### config.mk
export PLATFORM = sky130hd
export DESIGN_NAME = vsdminisoc_core
export DESIGN_NICKNAME = d
export VERILOG_FILES = /design/src/rtl/vsdminisoc_core.sv
export SDC_FILE = /design/constraint.sdc
export NUM_CORES = 1
export LEC_CHECK = 0
export ABC_AREA = 1
export CORE_MARGIN = 2
export CORE_UTILIZATION = 35
export DETAILED_ROUTE_END_ITERATION = 12
export PLACE_DENSITY_LB_ADDON = 0.05
export RECOVER_POWER = 25
export SLEW_MARGIN = 20
export SYNTH_ARGS = -nofsm -noshare
export SYNTH_HDL_FRONTEND = slang
export SYNTH_SLANG_ARGS = --single-unit
### constraint.sdc
create_clock -name REF -period 1.5 [get_ports REF]
set_input_delay 0.225 -clock REF [delete_from_list [all_inputs] [get_ports REF]]
set_output_delay 0.225 -clock REF [all_outputs]
set_load 0.02 [all_outputs]
### src/rtl/vsdminisoc_core.sv
// Fixed-program sequencer: repeatedly sums 1..LIMIT-1 and publishes the result on OUT.
// Optional macro VCO_EDGE_STEP_EN: advance one step per synchronized VCO_IN edge.
module vsdminisoc_core #(
    parameter int WIDTH = 10,
    parameter int LIMIT = 10
) (
    input  logic             REF,
    input  logic             reset,
    input  logic             VCO_IN,
    input  logic             ENb_CP,
    input  logic             ENb_VCO,
    output logic [WIDTH-1:0] OUT
);

    typedef enum logic [2:0] {
        INIT  = 3'd0,
        ADD   = 3'd1,
        INC   = 3'd2,
        CHECK = 3'd3,
        DONE  = 3'd4
    } state_t;

    localparam logic [WIDTH-1:0] ONE     = WIDTH'(1);
    localparam logic [WIDTH-1:0] LIMIT_V = WIDTH'(LIMIT);

    state_t           state;
    state_t           state_next;
    logic [WIDTH-1:0] sum;
    logic [WIDTH-1:0] sum_next;
    logic [WIDTH-1:0] idx;
    logic [WIDTH-1:0] idx_next;
    logic [WIDTH-1:0] out_q;
    logic [WIDTH-1:0] out_next;
    logic             adv;

`ifdef VCO_EDGE_STEP_EN
    logic sync_meta;
    logic sync_now;
    logic sync_prev;

    // sync_prev lags sync_now by one edge so any VCO_IN transition yields one pulse
    always_ff @(posedge REF or negedge reset) begin
        if (!reset) begin
            sync_meta <= 1'b0;
            sync_now  <= 1'b0;
            sync_prev <= 1'b0;
        end else begin
            sync_meta <= VCO_IN;
            sync_now  <= sync_meta;
            sync_prev <= sync_now;
        end
    end

    assign adv = ENb_VCO & ~ENb_CP & (sync_now ^ sync_prev);
`else
    logic unused_vco;

    assign unused_vco = VCO_IN;
    assign adv        = ENb_VCO & ~ENb_CP;
`endif

    always_ff @(posedge REF or negedge reset) begin
        if (!reset) begin
            state <= INIT;
        end else begin
            state <= state_next;
        end
    end

    always_comb begin
        state_next = state;
        if (adv) begin
            case (state)
                INIT:    state_next = ADD;
                ADD:     state_next = INC;
                INC:     state_next = CHECK;
                CHECK:   state_next = (idx == LIMIT_V) ? DONE : ADD;
                DONE:    state_next = INIT;
                default: state_next = INIT;
            endcase
        end
    end

    // Datapath next values; holding when adv is low makes adv act as a register enable
    always_comb begin
        sum_next = sum;
        idx_next = idx;
        out_next = out_q;
        if (adv) begin
            case (state)
                INIT: begin
                    sum_next = '0;
                    idx_next = ONE;
                end
                ADD:     sum_next = sum + idx;
                INC:     idx_next = idx + ONE;
                DONE:    out_next = sum;
                default: ;
            endcase
        end
    end

    always_ff @(posedge REF or negedge reset) begin
        if (!reset) begin
            sum   <= '0;
            idx   <= '0;
            out_q <= '0;
        end else begin
            sum   <= sum_next;
            idx   <= idx_next;
            out_q <= out_next;
        end
    end

    assign OUT = out_q;

endmodule

==> impl_metrics.json, run 1 <==
{
  "die_h_um": 79.5,
  "postLayoutCoreUtil_pct": 49.5,
  "yosys.area.top_type_share_pct": 41.4,
  "critPathLaunchType": "flop",
  "fillerInstances": 538,
  "grt_pass1_wl_mm": 7.80,
  "final_max_slew_viol_count": 0,
  "relSlewSlack_pct": 43.3,
  "clockBufferDepth": 2,
  "synthFlopType": "dfrtp_1",
  "cellLeakagePower_nw": 1.35,
  "final_area_mm2": 0.00273,
  "yosys_warnings": 0,
  "place_area_mm2": 0.00249,
  "cp_data_required_time_ns": 1.67,
  "pre_cts_slack_ns": -0.161,
  "portBuffers": 13,
  "switching_share_pct": 37.6,
  "initial_utilization_pct": 36.2,
  "ys_seq_area_share_pct": 41.4,
  "row_count": 27,
  "wire_per_inst_um": 12.4,
  "hold_viol": 0,
  "rr_worst_depth": 10,
  "min_path_cells": 2,
  "cp-end-kind": "flop",
  "num_vias": 1732,
  "syn_area_mm2": 0.00199,
  "syn_inst": 247,
  "diodes": 0,
  "core_area_mm2": 0.00551,
  "area_delta_synth_final_pct": 36.8,
  "grt_start_max_net_pins": 34,
  "drive_gt1_share_pct": 28.7,
  "crit_chain": "ha_2 -> inv_2 -> fa_2 -> inv_2 -> nand3_2 -> nand2_4 -> buf_6 -> a21oi_2 -> o21ai_1 -> o21ai_1",
  "worstHoldEndpoint": "OUT[4]$_DFFE_PN0P_",
  "async_flop_share_pct": 100,
  "yosysTopAreaCell": "dfrtp_1",
  "crit_slowest_cell": "dfrtp_1",
  "synth_edf_count": 0,
  "clk_latency_ns": 0.29,
  "antenna_found_initial": 0,
  "vias_per_cell": 4.66,
  "cts_buffers": 5,
  "cap_violations": 0,
  "synthesis.nets": 264,
  "violations": "setup timing",
  "cts_tree": "yes",
  "crit_arrival_ns": 1.77,
  "critical_path_class": "reg -> reg",
  "setup_ws_ns": -0.0983,
  "cts_sinks": 33,
  "first_global_vias": 1711,
  "critPathMaxFanout": 3,
  "synthTopCellsByArea": "dfrtp_1, nand2_1, ha_1, inv_1, nand3_1",
  "place.gp.congestion": 0.822,
  "drt-pass1-iter-count": 4,
  "p_int_mw": 2.13,
  "routed_wl_mm": 4.62,
  "avgSynthCellArea_um2": 8.07,
  "status": "complete, but fails checks",
  "pwr-share-seq_pct": 37.4,
  "min_from": "OUT[4]$_DFFE_PN0P_",
  "dieArea_mm2": 0.00631,
  "ys_types": 28,
  "clockRootBuffer": "clkbuf_8",
  "track_usage_pct": 16.1,
  "hpwl_mm": 3.42,
  "skew_ns": 0.00508,
  "p_sw_mw": 1.28,
  "powerDensity_mw_per_mm2": 1250,
  "synth.most_common_cell": "nand2_1",
  "drtIter0Drc": 47,
  "clk_pin_slew_ns": 0.07,
  "r2r-start": "idx[0]$_DFFE_PN0P_",
  "final.period_utilization_pct": 107,
  "overflow": 0,
  "die_x_um": 79.5,
  "drc_errors": 0,
  "synthTopCellsByCount": "nand2_1, dfrtp_1, inv_1",
  "r2r_end": "sum[4]$_DFFE_PN0P_",
  "h-tree-depth": 2,
  "ios": 15,
  "ys_ff_latch": 33,
  "setup_viol": 3,
  "postCtsHoldBufs": 0,
  "cpPeakStageDelay_ns": 0.40,
  "ir_worst_vdd_mv": 0.509,
  "period_needed_ns": 1.60,
  "tightest_slew_ns": 0.851,
  "comb_power_share_pct": 42.6,
  "hold_class": "reg -> reg",
  "rsz0062_at_grt": "true",
  "fin_nets": 317,
  "regToRegSetupSlack_ns": -0.1,
  "fmax_mhz": 626,
  "p_clk_share_pct": 20.0,
  "drtAntennaViolNets": 0
}
## repair_timing
action / 4_1_cts / 5_1_grt
endpoints found under the setup margin: 5 / 10
pin swaps: 1 / 5
buffers inserted: 2 / 1
gates resized for setup: 6 / 20
## critical path, delay by kind of cell, from the launching register on
family | cells | cell delay [ns]
fa+ha+maj | 2 | 0.53
flops | 1 | 0.40
buf+inv | 3 | 0.21
compound gates | 3 | 0.19
simple gates | 2 | 0.16
## per-layer routing
metal / part of all wire (%) / vias up / global-route usage (%)
li1: - / 910 / -
met1: 51 / 804 / 20.5
met2: 46 / 13 / 26.6
met3: 1.6 / 5 / 2.71
met4: 1.7 / 0 / 7.24
met5: 0 / - / 0
## worst max path at each step
stage	startpoint	to	slack, ns	cells after the start
2_1_floorplan	idx[0]$_DFFE_PN0P_	sum[6]$_DFFE_PN0P_	-0.06	11
3_3_place_gp	ENb_VCO	idx[6]$_DFFE_PN0P_	-0.14	9
3_5_place_dp	ENb_VCO	idx[6]$_DFFE_PN0P_	-0.16	10
4_1_cts	idx[0]$_DFFE_PN0P_	sum[4]$_DFFE_PN0P_	-0.09	10
5_1_grt	idx[0]$_DFFE_PN0P_	sum[6]$_DFFE_PN0P_	-0.22	11
6_report	idx[0]$_DFFE_PN0P_	sum[4]$_DFFE_PN0P_	-0.1	10
## state kept, by name, summed over array words and instances, names as in the netlist
signal  count
sum        10
state       3
OUT        10
idx        10
## stage by stage
step	setup TNS [ns]	hold WS [ns]	std cells	power (mW)
after floorplan	-0.114	-0.0706	247	2.03
after global placement	-1.54	0.466	363	2.51
after detailed placement	-1.80	0.471	363	2.52
after CTS	-0.302	0.305	372	3.27
after global routing	-0.748	0.502	372	3.71
final	-0.258	0.480	372	3.41
## cell type report
class	instances	area (um^2)	share of cell area, %
clock buffer	7	86.3	3.17
inverter	34	128	4.68
multi-input combinational	179	1190	43.6
sequential	33	827	30.3
tap	72	90.1	3.30
timing repair buffer	47	407	14.9
## power by group through the flow
stage / clock network [mW] / logic [mW] / registers [mW]
4_1_cts: 0.712 / 1.32 / 1.24
6_report: 0.683 / 1.45 / 1.28
3_5_place_dp: 0 / 1.26 / 1.25
3_3_place_gp: 0 / 1.26 / 1.25
5_1_grt: 0.746 / 1.66 / 1.30
2_1_floorplan: 0 / 0.789 / 1.25
## cells in the final DEF (no fill, tap or decap), types with 3 or more instances in the layout
cell type,instances
a21oi_1,7
buf_4,31
clkbuf_8,6
clkdlybuf4s50_1,9
dfrtp_1,32
dlymetal6s2s_1,3
ha_1,4
ha_4,6
inv_1,27
inv_2,7
mux2_2,4
nand2_1,61
nand2_4,3
nand3_1,15
nand3_2,7
nand4_1,6
nor2_1,16
nor2_4,6
nor3_1,3
o21ai_0,15
o21ai_1,4
## cells by family after synthesis
group | count (synthesis) | share of synthesized area [%]
and+or+nand+nor | 127 | 31.4
buffers and inverters | 35 | 6.65
AOI/OAI and AO/OA | 34 | 9.48
DFF | 33 | 41.4
adders and majority gates | 12 | 7.91
muxes | 4 | 2.26
xor gates and xnor gates | 2 | 0.879
Power figures use the tool's default switching activity.
==> run 2, diff against run 1 <==
--- a/config.mk
+++ b/config.mk
@@ -9,6 +9,7 @@
 export CORE_MARGIN = 2
 export CORE_UTILIZATION = 35
 export DETAILED_ROUTE_END_ITERATION = 12
+export DONT_BUFFER_PORTS = 1
 export PLACE_DENSITY_LB_ADDON = 0.05
 export RECOVER_POWER = 25
 export SLEW_MARGIN = 20
==> impl_metrics.json, run 2 (same netlist as run 1, synthesis figures left out) <==
{
  "final_area_mm2": 0.00256,
  "clockBufferDepth": 2,
  "hold_viol": 0,
  "portBuffers": 0,
  "layout_commonest_cell": "nand2_1",
  "track_usage_pct": 16.2,
  "core_area_mm2": 0.00551,
  "p_int_mw": 2.14,
  "h-tree-depth": 2,
  "skew_ns": 0.00904,
  "pre_cts_slack_ns": -0.0632,
  "tightest_slew_ns": 0.862,
  "hpwl_mm": 3.33,
  "drive_gt1_share_pct": 29.5,
  "overflow": 0,
  "clk_latency_ns": 0.28,
  "critPathMaxFanout": 4,
  "fmax_mhz": 656,
  "dieArea_mm2": 0.00631,
  "ios": 15,
  "status": "complete, but fails checks",
  "final_cell_mix": "nand2_1, dfrtp_1, buf_4",
  "final_cells": 357,
  "switching_share_pct": 37.7,
  "antenna_found_initial": 0,
  "critPathLaunchType": "flop",
  "clockRootBuffer": "clkbuf_8",
  "place.gp.congestion": 0.784,
  "wire_per_inst_um": 13.0,
  "cap_violations": 0,
  "p_sw_mw": 1.29,
  "final_max_slew_viol_count": 0,
  "ir_worst_vdd_mv": 0.430,
  "die_h_um": 79.5,
  "p_clk_share_pct": 20.1,
  "period_needed_ns": 1.52,
  "crit_chain": "ha_2 -> inv_2 -> fa_2 -> inv_2 -> nand3_2 -> nand2_4 -> nand3_2 -> nand2_1 -> nand2_1 -> nand3_1 -> nand2_1",
  "pwr-share-seq_pct": 36.7,
  "rsz0062_at_grt": "true",
  "crit_slowest_cell": "dfrtp_1",
  "area_delta_synth_final_pct": 28.6,
  "diodes": 0,
  "cts_tree": "yes",
  "first_global_vias": 1701,
  "cp-end-kind": "flop",
  "clk_pin_slew_ns": 0.07,
  "total_power_mw": 3.43,
  "drtAntennaViolNets": 0,
  "violations": "setup timing",
  "row_count": 27,
  "place_area_mm2": 0.00227,
  "cp_data_required_time_ns": 1.68,
  "seq_area_um2": 827,
  "grt_start_max_net_pins": 34,
  "vias_per_cell": 4.68,
  "multiInputGateArea_mm2": 0.00119,
  "drt-pass1-iter-count": 4,
  "cts_buffers": 5,
  "drc_errors": 0,
  "final.period_utilization_pct": 102,
  "fin_nets": 302,
  "powerDensity_mw_per_mm2": 1340,
  "path_common_cell": "nand2_1",
  "initial_utilization_pct": 36.2,
  "die_x_um": 79.5,
  "relSlewSlack_pct": 42.5,
  "hold-worst-slack_ns": 0.175,
  "cellLeakagePower_nw": 1.24,
  "cts_sinks": 33,
  "drtIter0Drc": 47,
  "cpPeakStageDelay_ns": 0.35,
  "num_vias": 1672,
  "crit_arrival_ns": 1.70,
  "fillerInstances": 549,
  "setup_ws_ns": -0.0249,
  "grt_pass1_wl_mm": 7.94,
  "critical_path_class": "reg -> reg",
  "comb_power_share_pct": 43.2,
  "hold_class": "in -> reg",
  "setup_viol": 2,
  "routed_wl_mm": 4.63,
  "dp_cells": 341
}
==> run 2: cell types whose count changed in the layout (fill, tap and decap cells not counted), sizes merged <==
cell,before,now
dlymetal6s2s,3,0
clkdlybuf4s50,9,0
buf,33,30
==> run 2: worst paths after layout <==
| path | startpoint | to | slack, ns | depth (start not counted) |
|---|---|---|---|---|
| min in group asynchronous | reset | idx[0]$_DFFE_PN0P_ | 0.62 | 2 |
| worst min register to register | sum[1]$_DFFE_PN0P_ | sum[1]$_DFFE_PN0P_ | 0.53 | 2 |
| worst min-delay path | ENb_CP | state[2]$_DFFE_PN0P_ | 0.18 | 3 |
| worst max register to register | idx[0]$_DFFE_PN0P_ | sum[6]$_DFFE_PN0P_ | -0.02 | 11 |
| max in group asynchronous | reset | state[2]$_DFFE_PN0P_ | 0.30 | 2 |
| worst max-delay path | idx[0]$_DFFE_PN0P_ | sum[6]$_DFFE_PN0P_ | -0.02 | 11 |
==> run 2: routing by layer <==
metal  track usage [%]  part of all wire (%)  vias up  routed length (um)
met4              5.17                   1.0        0                  47
met2              25.6                    45       10                2100
met5                 0                     0        -                   0
li1                  -                     -      891                   -
met1              22.2                    52      767                2410
met3              3.05                   1.5        4                  69
==> run 2: through the flow <==
stage / TNS, ns / utilization [%]
3_5_place_dp: -0.138 / 41.2
3_3_place_gp: -0.0959 / 41.2
2_1_floorplan: -0.114 / -
6_report: -0.0451 / 46.5
4_1_cts: -0.0644 / 44.1
5_1_grt: -0.478 / 46.5
==> run 2: final cells by class <==
class                      count  area share, %
multi-input combinational    179           46.3
sequential                    33           32.3
inverter                      34           4.98
clock buffer                   7           3.37
tap                           72           3.52
timing repair buffer          32           9.52
==> run 2: power by group through the flow <==
stage               registers [mW]  logic, mW  clock network (mW)
finish                        1.26       1.48               0.691
CTS                           1.23       1.35               0.726
global route                  1.28       1.68               0.755
global placement              1.23       1.27                   0
floorplan                     1.25      0.789                   0
detailed placement            1.23       1.26                   0
==> run 2: timing repair <==
| action | 4_1_cts | 5_1_grt |
|---|---|---|
| endpoints found under the hold margin | 33 | 0 |
| resized for setup | 6 | 15 |
| buffers inserted | 1 | 6 |
| endpoints found under the setup margin | 4 | 9 |
| hold buffers | 2 | 0 |
| pin swaps | 1 | 8 |
==> run 2: worst max-delay path: cells and delay by family (launching register included) <==
| kind | cells | cell delay (ns) |
|---|---|---|
| AND/OR/NAND/NOR | 7 | 0.45 |
| buffers and inverters | 2 | 0.11 |
| adder cells (fa/ha/maj) | 2 | 0.50 |
| flip-flops | 1 | 0.35 |
==> run 3, diff against run 2 <==
--- a/config.mk
+++ b/config.mk
@@ -6,10 +6,11 @@
 export NUM_CORES = 1
 export LEC_CHECK = 0
 export ABC_AREA = 1
-export CORE_MARGIN = 2
+export CORE_MARGIN = 3
 export CORE_UTILIZATION = 35
 export DETAILED_ROUTE_END_ITERATION = 12
 export DONT_BUFFER_PORTS = 1
+export HOLD_SLACK_MARGIN = 0.06
 export PLACE_DENSITY_LB_ADDON = 0.05
 export RECOVER_POWER = 25
 export SLEW_MARGIN = 20
==> impl_metrics.json, run 3 (same netlist as run 1, synthesis figures left out) <==
{
  "dp_cells": 339,
  "grt_start_max_net_pins": 34,
  "dieArea_mm2": 0.00664,
  "die_h_um": 81.5,
  "wire_per_inst_um": 13.5,
  "cts_tree": "yes",
  "crit_arrival_ns": 1.74,
  "skew_ns": 0.00669,
  "vias_per_cell": 4.79,
  "cp-end-kind": "flop",
  "num_vias": 1677,
  "violations": "setup timing",
  "clk_latency_ns": 0.28,
  "overflow": 0,
  "multiInputGateArea_mm2": 0.00123,
  "cts_sinks": 33,
  "final.period_utilization_pct": 105,
  "fmax_mhz": 635,
  "grt_pass1_wl_mm": 8.21,
  "drc_errors": 0,
  "clk_pin_slew_ns": 0.07,
  "powerDensity_mw_per_mm2": 1350,
  "diodes": 0,
  "met2_usage_pct": 26.3,
  "pre_cts_slack_ns": -0.0795,
  "crit_start": "idx[0]$_DFFE_PN0P_",
  "hold_viol": 0,
  "tightest_slew_ns": 0.851,
  "final_cell_mix": "nand2_1, dfrtp_1, inv_1, buf_4, nor2_1",
  "initial_utilization_pct": 37.6,
  "tns_ns": -0.113,
  "place.gp.congestion": 0.788,
  "relSlewSlack_pct": 43.3,
  "drtAntennaViolNets": 0,
  "drive_gt1_share_pct": 31.4,
  "die_x_um": 81.5,
  "critical_path_class": "reg -> reg",
  "ios": 15,
  "ir_worst_vdd_mv": 0.752,
  "track_usage_pct": 16.3,
  "met3_usage_pct": 3.18,
  "core_area_mm2": 0.00530,
  "setup_ws_ns": -0.0749,
  "critPathLaunchType": "flop",
  "clockRootBuffer": "clkbuf_8",
  "period_needed_ns": 1.57,
  "grtUsageMet1_pct": 22.3,
  "total_power_mw": 3.44,
  "critPathMaxFanout": 4,
  "first_global_vias": 1655,
  "hold_class": "in -> reg",
  "drtIter0Drc": 68,
  "final_max_slew_viol_count": 0,
  "h-tree-depth": 2,
  "r2r-start": "idx[0]$_DFFE_PN0P_",
  "cap_violations": 0,
  "status": "complete, but fails checks",
  "portBuffers": 0,
  "row_count": 26,
  "seq_area_um2": 826,
  "cts_buffers": 5,
  "routed_wl_mm": 4.72,
  "layout_commonest_cell": "nand2_1",
  "fillerInstances": 530,
  "fin_nets": 298,
  "clockBufferDepth": 2,
  "drt-pass1-iter-count": 4,
  "min_from": "ENb_CP",
  "setup_viol": 2,
  "cp_data_required_time_ns": 1.67,
  "hpwl_mm": 3.50,
  "final_cells": 350,
  "rsz0062_at_grt": "true",
  "antenna_found_initial": 0,
  "cellLeakagePower_nw": 1.23,
  "grt.busiest_layer": "met2",
  "area_delta_synth_final_pct": 28.4
}
run 3: cell types whose count changed in the layout (fill, tap and decap cells not counted), moves of 2 or more:
| cell | previous run | this run |
|---|---|---|
| buf_4 | 29 | 26 |
| nand3_2 | 6 | 8 |
| nand3_1 | 17 | 14 |
| nand2_1 | 60 | 58 |
run 3: per-stage QoR:
stage	hold slack [ns]	utilization (%)	area, um^2
2_1_floorplan	-0.0706	-	2010
3_3_place_gp	-0.0698	42.7	2270
3_5_place_dp	-0.0698	42.7	2270
4_1_cts	0.164	45.3	2400
5_1_grt	0.169	48.3	2560
6_report	0.153	48.3	2560
run 3: layout make-up:
| cell class | instances | area share (%) |
|---|---|---|
| Multi-Input combinational cell | 179 | 48.1 |
| Sequential cell | 33 | 32.3 |
| Timing Repair Buffer | 28 | 8.22 |
| Inverter | 34 | 5.09 |
| Tap cell | 70 | 3.42 |
| Clock buffer | 5 | 2.69 |
| Clock inverter | 1 | 0.196 |
run 3: worst max-delay path: stages, from the launching register on:
cell     delay [ns]
dfrtp_1        0.37
ha_2           0.19
inv_2          0.04
fa_2           0.32
inv_2          0.07
nand3_2        0.08
nand2_4        0.11
nand3_2        0.08
nand2_1        0.06
nand2_1        0.04
nand3_1        0.06
nand2_1        0.05
run 3: path summary, 6_finish.rpt:
| path | to | slack [ns] | depth (start not counted) |
|---|---|---|---|
| worst max-delay path | sum[6]$_DFFE_PN0P_ | -0.07 | 11 |
| worst min-delay path | state[2]$_DFFE_PN0P_ | 0.15 | 3 |
| worst max register to register | sum[6]$_DFFE_PN0P_ | -0.07 | 11 |
| worst min register to register | sum[1]$_DFFE_PN0P_ | 0.53 | 2 |
| max in group asynchronous | idx[8]$_DFFE_PN0P_ | 0.34 | 2 |
| min in group asynchronous | OUT[4]$_DFFE_PN0P_ | 0.61 | 2 |
run 3: routing by layer:
metal	part of all wire, %	routed length, um
met1	50	2340
met2	47	2200
met3	2.6	123
met5	0	0
met4	1.0	47
run 3: timing repair:
item	in CTS	in global routing
gates cloned	0	0
hold buffers	2	0
setup endpoints to repair	4	9
buffers inserted	1	5
endpoints found under the hold margin	33	0
gates resized for setup	4	30
pin swaps	1	10
run 3: report_power, final:
group	internal (mW)	total [mW]	switching [mW]
combinational	0.740	1.55	0.813
sequential	1.07	1.27	0.192
clock	0.305	0.622	0.317
total	2.12	3.44	1.32
